`src/rtl/booth_mult_stream_adapter.sv`:
```
// ---------------------------------------------------------------------------
// booth_mult_stream_adapter
//
// Initiator-side adapter for booth_radix8_multiplier. The block takes operand
// requests on a valid/ready stream and issues each one to the multiplier with a
// single-cycle start pulse. A tag FIFO tracks the ops that are in flight, and a
// result FIFO buffers the products for a valid/ready output stream.
//
// The multiplier cannot be back-pressured on done. An op is therefore issued
// only if a result FIFO slot is already reserved for it. A slot counts as
// reserved if it holds a result or belongs to an op in flight.
//
// Ports
//   clk, rst_n            clock, synchronous active-low reset (shared with multiplier)
//   in_valid/in_ready     request handshake
//   in_a, in_b, in_mode   operands and sign mode
//   in_tag                request tag, returned with the product
//   out_valid/out_ready   result handshake (head of result FIFO)
//   out_product, out_tag  result data
//   mult_start            one-cycle start pulse
//   mult_multiplicand,
//   mult_multiplier,
//   mult_sign_mode        registered operands, held until the next issue
//   mult_busy             multiplier cannot accept a start
//   mult_done             one-cycle completion pulse; mult_product valid with it
//   mult_product          multiplier result
//   inflight              ops issued but not yet completed
//   err_unexpected        sticky: mult_done seen with nothing in flight
// ---------------------------------------------------------------------------
module booth_mult_stream_adapter #(
  parameter int  WIDTH        = 16,
  parameter int  DEPTH        = 4,
  parameter int  MAX_INFLIGHT = 3,
  parameter int  TAG_W        = 4,
  localparam int INF_W        = $clog2(MAX_INFLIGHT + 1)
) (
  input  logic               clk,
  input  logic               rst_n,
  input  logic               in_valid,
  output logic               in_ready,
  input  logic [WIDTH-1:0]   in_a,
  input  logic [WIDTH-1:0]   in_b,
  input  logic [1:0]         in_mode,
  input  logic [TAG_W-1:0]   in_tag,
  output logic               out_valid,
  input  logic               out_ready,
  output logic [2*WIDTH-1:0] out_product,
  output logic [TAG_W-1:0]   out_tag,
  output logic               mult_start,
  output logic [WIDTH-1:0]   mult_multiplicand,
  output logic [WIDTH-1:0]   mult_multiplier,
  output logic [1:0]         mult_sign_mode,
  input  logic               mult_busy,
  input  logic               mult_done,
  input  logic [2*WIDTH-1:0] mult_product,
  output logic [INF_W-1:0]   inflight,
  output logic               err_unexpected
);

  localparam int PTR_W  = $clog2(DEPTH);
  localparam int CNT_W  = $clog2(DEPTH + 1);
  localparam int TPTR_W = (MAX_INFLIGHT > 1) ? $clog2(MAX_INFLIGHT) : 1;
  localparam int RES_W  = TAG_W + 2 * WIDTH;
  localparam int SUM_W  = ((CNT_W > INF_W) ? CNT_W : INF_W) + 1;

  localparam logic [1:0] S_IDLE  = 2'd0;
  localparam logic [1:0] S_START = 2'd1;
  localparam logic [1:0] S_HOLD  = 2'd2;

  logic [1:0]        state_q, state_d;
  logic [INF_W-1:0]  inflight_q, inflight_d;
  logic [CNT_W-1:0]  count_q, count_d;
  logic [PTR_W-1:0]  wr_ptr_q, rd_ptr_q;
  logic [TPTR_W-1:0] twr_ptr_q, trd_ptr_q;
  logic              err_q;
  logic [WIDTH-1:0]  a_q, b_q;
  logic [1:0]        mode_q;

  logic [TAG_W-1:0]  tag_mem [MAX_INFLIGHT];
  logic [RES_W-1:0]  res_mem [DEPTH];

  logic [SUM_W-1:0]  reserved;
  logic              can_issue, issue, done_ok, done_bad, pop;
  logic [RES_W-1:0]  head;

  // The tag FIFO depth need not be a power of two, so its pointers wrap explicitly.
  function automatic logic [TPTR_W-1:0] tag_ptr_inc(input logic [TPTR_W-1:0] p);
    return (p == TPTR_W'(MAX_INFLIGHT - 1)) ? '0 : p + TPTR_W'(1);
  endfunction

  assign reserved  = SUM_W'(inflight_q) + SUM_W'(count_q);
  assign can_issue = (reserved < SUM_W'(DEPTH)) &&
                     (inflight_q < INF_W'(MAX_INFLIGHT)) && !mult_busy;

  // Gate ready with rst_n so that no request is accepted while reset is held.
  assign in_ready  = rst_n && (state_q == S_IDLE) && can_issue;
  assign issue     = in_valid && in_ready;
  // A done with nothing in flight has no tag to pair with, so it is dropped.
  assign done_ok   = rst_n && mult_done && (inflight_q != '0);
  assign done_bad  = rst_n && mult_done && (inflight_q == '0);
  assign out_valid = (count_q != '0);
  assign pop       = out_valid && out_ready;

  assign head        = res_mem[rd_ptr_q];
  assign out_product = out_valid ? head[2*WIDTH-1:0] : '0;
  assign out_tag     = out_valid ? head[RES_W-1 -: TAG_W] : '0;

  assign mult_start        = (state_q == S_START);
  assign mult_multiplicand = a_q;
  assign mult_multiplier   = b_q;
  assign mult_sign_mode    = mode_q;
  assign inflight          = inflight_q;
  assign err_unexpected    = err_q;

  // NOTE: every always_comb output gets a default first, so no path can infer a latch.
  always_comb begin
    state_d    = state_q;
    inflight_d = inflight_q;
    count_d    = count_q;

    // HOLD covers the cycle between the start pulse and busy rising.
    case (state_q)
      S_IDLE:  if (issue) state_d = S_START;
      S_START: state_d = S_HOLD;
      default: state_d = S_IDLE;
    endcase

    // An issue and a done in the same cycle cancel out.
    case ({issue, done_ok})
      2'b10:   inflight_d = inflight_q + INF_W'(1);
      2'b01:   inflight_d = inflight_q - INF_W'(1);
      default: inflight_d = inflight_q;
    endcase

    // Credits guarantee that a push never meets a full FIFO.
    case ({done_ok, pop})
      2'b10:   count_d = count_q + CNT_W'(1);
      2'b01:   count_d = count_q - CNT_W'(1);
      default: count_d = count_q;
    endcase
  end

  // NOTE: sequential state uses non-blocking assignments only, so all registers update together.
  always_ff @(posedge clk) begin
    if (!rst_n) begin
      state_q    <= S_IDLE;
      inflight_q <= '0;
      count_q    <= '0;
      wr_ptr_q   <= '0;
      rd_ptr_q   <= '0;
      twr_ptr_q  <= '0;
      trd_ptr_q  <= '0;
      err_q      <= 1'b0;
      a_q        <= '0;
      b_q        <= '0;
      mode_q     <= '0;
    end else begin
      state_q    <= state_d;
      inflight_q <= inflight_d;
      count_q    <= count_d;
      if (issue) begin
        a_q       <= in_a;
        b_q       <= in_b;
        mode_q    <= in_mode;
        twr_ptr_q <= tag_ptr_inc(twr_ptr_q);
      end
      if (done_ok) begin
        trd_ptr_q <= tag_ptr_inc(trd_ptr_q);
        wr_ptr_q  <= wr_ptr_q + PTR_W'(1);
      end
      if (pop)      rd_ptr_q <= rd_ptr_q + PTR_W'(1);
      if (done_bad) err_q    <= 1'b1;
    end
  end

  // NOTE: the FIFO storage is not reset. The counts and pointers alone decide
  // which entries are valid, and out_product/out_tag are masked while the FIFO is empty.
  always_ff @(posedge clk) begin
    if (issue)   tag_mem[twr_ptr_q] <= in_tag;
    if (done_ok) res_mem[wr_ptr_q]  <= {tag_mem[trd_ptr_q], mult_product};
  end

endmodule
```
`config.mk`:
```
export PLATFORM = sky130hd
export DESIGN_NAME = booth_mult_stream_adapter
export DESIGN_NICKNAME = d
export VERILOG_FILES = /design/src/rtl/booth_mult_stream_adapter.sv
export SDC_FILE = /design/constraint.sdc
export NUM_CORES = 1
export LEC_CHECK = 0
export CORE_MARGIN = 1
export CORE_UTILIZATION = 56
export CTS_BUF_LIST = sky130_fd_sc_hd__clkbuf_16
export DETAILED_ROUTE_END_ITERATION = 10
export PLACE_DENSITY = 0.82
export SLEW_MARGIN = 20
export SYNTH_ARGS = -nofsm -noshare
export SYNTH_HDL_FRONTEND = slang
export SYNTH_SLANG_ARGS = --single-unit
```
`constraint.sdc`:
```
create_clock -name clk -period 3.08 [get_ports clk]
set_input_delay 0.616 -clock clk [delete_from_list [all_inputs] [get_ports clk]]
set_output_delay 0.616 -clock clk [all_outputs]
set_load 0.1 [all_outputs]
```
==> impl_results.md <==
* TritonCTS Buffers at 21
* Number of synthesized flops with an enable pin at 156
* Period utilization at 90.9%
* Effective utilization at floorplan at 58.0%
* Footprint of the multi-input gates at 2210 µm²
* Count of vias placed by the detailed router at 4579
* R2R Path End: inflight[1]
* Post-Synthesis Net Count at 582
* Average detailed-routed wire length per instance at 17.5 µm
* Area of the die at 15000 µm²
* Initial antenna violation count at 0
* Number of warnings reported in the yosys synthesis log at 0
* Met1 track demand over resource in global routing at 25.7%
* Met2 usage at 36.9%
* Via density per instance at 5.37
* Setup slack at placement at 0.308 ns
* Number of global-route vias before repair at 4705
* FF-to-FF setup slack at 0.91 ns
* DRC violations left at 0
* Total Neg Setup Slack at 0 ns
* Outcome: completed
* Remaining max-slew budget at the tightest pin at 36.0%
* Detailed placer's ending HPWL at 9.73 mm
* Dominant synthesized flop cell: sky130_fd_sc_hd__edfxtp_1
* Hold Vio Cnt, Final at 0
* Max frequency at 357 MHz
* Fraction of power spent switching nets at 25.8%
* Global-route wire length before repair at 23.7 mm
* CP Launch Type: register
* FFs w/ async S/R, synth at 0%
* Class of the tightest hold or removal check: register to register
* Weighted congestion reported at the end of routability-driven placement at 0.741
* Switching power at 1.65 mW
* Average cell area after synthesis at 16.4 µm²
* Antenna cell count at 0
* Clock tree from TritonCTS: yes
* Leftover overflow at the end of global routing at 0
* DP Cell Count at 815
* Number of nets with antenna violations after routing at 0
* Post-route core utilization at 76.4%
* Worst flop-to-flop path startpoint: count_q[1]
* RSZ-0062 raised after global routing: no
* Clock-pin slew of the registers on the worst-case setup and hold paths at 0.06 ns
* Layout cell share with drive strength beyond 1 at 25.1%
* Vertical extent of the die at 123 µm
* All-Layer GR Usage at 20.7%
* Areal power density over the cells at 594 nW/µm²
* Max-cap violations at 0
* Most area-hungry cell type in the Yosys netlist: sky130_fd_sc_hd__edfxtp_1
* Final Cell Area at 10700 µm²
* Synth-to-layout area growth at 31.7%
* GR met3 Demand/Resource at 3.86%
* Worst voltage drop across the vdd grid at 0.000374 V
* Most used routing layer in global routing: met2
* Register area at 5770 µm²
* Worst EP arrival at 2.18 ns
* Internal Pwr Total at 4.73 mW
* Critical path class: register to primary output
* Combinational Power Share at 15.4%
* Fraction of post-synthesis cell area in the top cell type by area at 57.5%
* Crit path setup slack, layout at 0.280 ns
* Initial drt markers at 261
* Post_cts resized at 0
* Pin count of the biggest net entering global routing at 49
* Buffers on Ports at 151
* Length of the first detailed-routing pass in iterations at 4
* Routed Wire Length at 14.9 mm
* Final setup vio count at 0
* H-tree levels at 1
* Startpoint of the worst hold path: mult_multiplier[12]
* Number of fill cells in the layout at 804
* Transition time of the tightest slew-check pin at 0.961 ns
* Number of cells in the finished layout apart from fillers at 853
* Cell Area, Synth at 8150 µm²
* # Post-CTS Setup Buffers at 0
* Mapped Cells at 498
* Seq cells post-synth at 210
* Final-report max-slew violation count at 0
* Number of instances on the worst hold path at 2
* CP Capture Type: primary output
* Clock Skew at 0.0117 ns
* Post-detailed-placement cell area at 10100 µm²
* Standard-cell row count at 43
* Period minus WS final at 2.80 ns
* Largest buffer count on any clock path at 3
* Hold-critical path endpoint: mult_multiplier[12]
* Core region area at 14000 µm²
* Seq/Total Area, Yosys at 70.8%
* Largest cells by area after synthesis: sky130_fd_sc_hd__edfxtp_1 57%, sky130_fd_sc_hd__dfxtp_1 13%, sky130_fd_sc_hd__mux4_2 9.9%
* Clock Latency Late Sink at 0.49 ns
* Die Wd at 123 µm
* Leakage component of the power at 3.74 nW
* Cts hold-fix bufs at 0
* Number of distinct standard cells referenced by the synthesized netlist at 36
* Critical Path RT at 2.46 ns
* Sequential cell fraction of total power at 48.7%
* I/O pins at 152
* Clock power share at 35.9%
* Number of nets in the final layout at 742
* Biggest fanout along the worst timing path at 24
* Clock root cell: sky130_fd_sc_hd__clkbuf_16
* Sinks on the clock net at 210
* Logic depth of the worst register-to-register path at 7
## cell usage in the layout (no fill, tap or decap), types with 2 or more instances in the layout
cell	instances
sky130_fd_sc_hd__edfxtp_1	156
sky130_fd_sc_hd__nand2_1	78
sky130_fd_sc_hd__clkdlybuf4s50_1	74
sky130_fd_sc_hd__dfxtp_1	51
sky130_fd_sc_hd__buf_4	50
sky130_fd_sc_hd__mux2i_1	40
sky130_fd_sc_hd__buf_12	37
sky130_fd_sc_hd__mux4_2	36
sky130_fd_sc_hd__nor2b_1	33
sky130_fd_sc_hd__clkbuf_16	22
sky130_fd_sc_hd__inv_1	16
sky130_fd_sc_hd__nor2_1	12
sky130_fd_sc_hd__o21ai_0	7
sky130_fd_sc_hd__ha_1	7
sky130_fd_sc_hd__a21oi_1	6
sky130_fd_sc_hd__xor2_1	5
sky130_fd_sc_hd__and2b_1	4
sky130_fd_sc_hd__and2_2	4
sky130_fd_sc_hd__clkinv_2	4
sky130_fd_sc_hd__o31ai_1	3
sky130_fd_sc_hd__inv_2	3
sky130_fd_sc_hd__dfxtp_2	3
sky130_fd_sc_hd__clkinv_1	2
sky130_fd_sc_hd__nand3_1	2
sky130_fd_sc_hd__or3_1	2
## Yosys cell counts (all sizes together), types with 4 or more instances
library cell,count
nor2,12
edfxtp,156
inv,10
and2,5
dfxtp,54
nor2b,33
nand2,78
ha,7
buf,10
mux2i,40
xor2,5
mux4,36
clkbuf,15
o21ai,7
and2b,4
a21oi,6
## cell type report
class / count / area share (%)
Tap cell: 180 / 2.10
Sequential cell: 210 / 53.8
Timing Repair Buffer: 162 / 17.3
Inverter: 11 / 0.385
Multi-Input combinational cell: 252 / 20.6
Clock buffer: 22 / 5.13
Clock inverter: 16 / 0.688
## logic make-up after synthesis
family	count (synthesis)	synth area share (%)
xor gates and xnor gates	6	0.645
and+or+nand+nor	143	8.52
AOI/OAI and AO/OA	19	1.46
buffers and inverters	36	2.44
DFF	210	70.8
muxes	76	14.9
adders and majority gates	8	1.32
## registers in the layout, summed over array words and instances (netlist names), named ones only
register,flops
state_q,2
tag_mem,12
mult_multiplier,16
wr_ptr_q,2
trd_ptr_q,2
res_mem,144
err_unexpected,1
rd_ptr_q,2
inflight,2
twr_ptr_q,2
mult_multiplicand,16
mult_sign_mode,2
count_q,3
## power groups by stage
stage	combinational [mW]	clock (mW)	sequential (mW)
2_1_floorplan	0.506	0	3.29
3_3_place_gp	0.970	0	3.16
3_5_place_dp	0.986	0	3.17
4_1_cts	0.989	2.34	3.11
5_1_grt	1.02	2.44	3.11
6_report	0.979	2.29	3.11
## worst max path at each step
stage | start | end | slack [ns] | cells after the start
global route | register | out_product[28] | 0.18 | 4
floorplan | inflight[1] | in_ready | 0.08 | 4
global placement | mult_done | res_mem[0][18] | 0.40 | 4
CTS | register | out_product[14] | 0.22 | 4
detailed placement | mult_done | res_mem[0][18] | 0.31 | 4
finish | register | out_product[14] | 0.28 | 4
## per-layer routing
metal	wire length [µm]	share of wire [%]	vias up
met5	0	0	-
met4	231	1.6	0
met3	812	5.4	21
met2	7950	53	125
met1	5910	40	2281
li1	-	-	2152
## stage by stage
step / hold slack [ns] / power [mW]
2_1_floorplan: 0.449 / 3.80
3_3_place_gp: 0.443 / 4.13
3_5_place_dp: 0.447 / 4.15
4_1_cts: 0.461 / 6.43
5_1_grt: 0.477 / 6.57
6_report: 0.456 / 6.37
## worst max-delay path, cell delays in order (launching register included)
cell and delay, ns:
sky130_fd_sc_hd__dfxtp_2 0.32, sky130_fd_sc_hd__buf_4 0.41, sky130_fd_sc_hd__mux4_2 0.57, sky130_fd_sc_hd__nor2b_1 0.19
sky130_fd_sc_hd__buf_12 0.20
No activity file was read; power rests on OpenSTA's default activity.
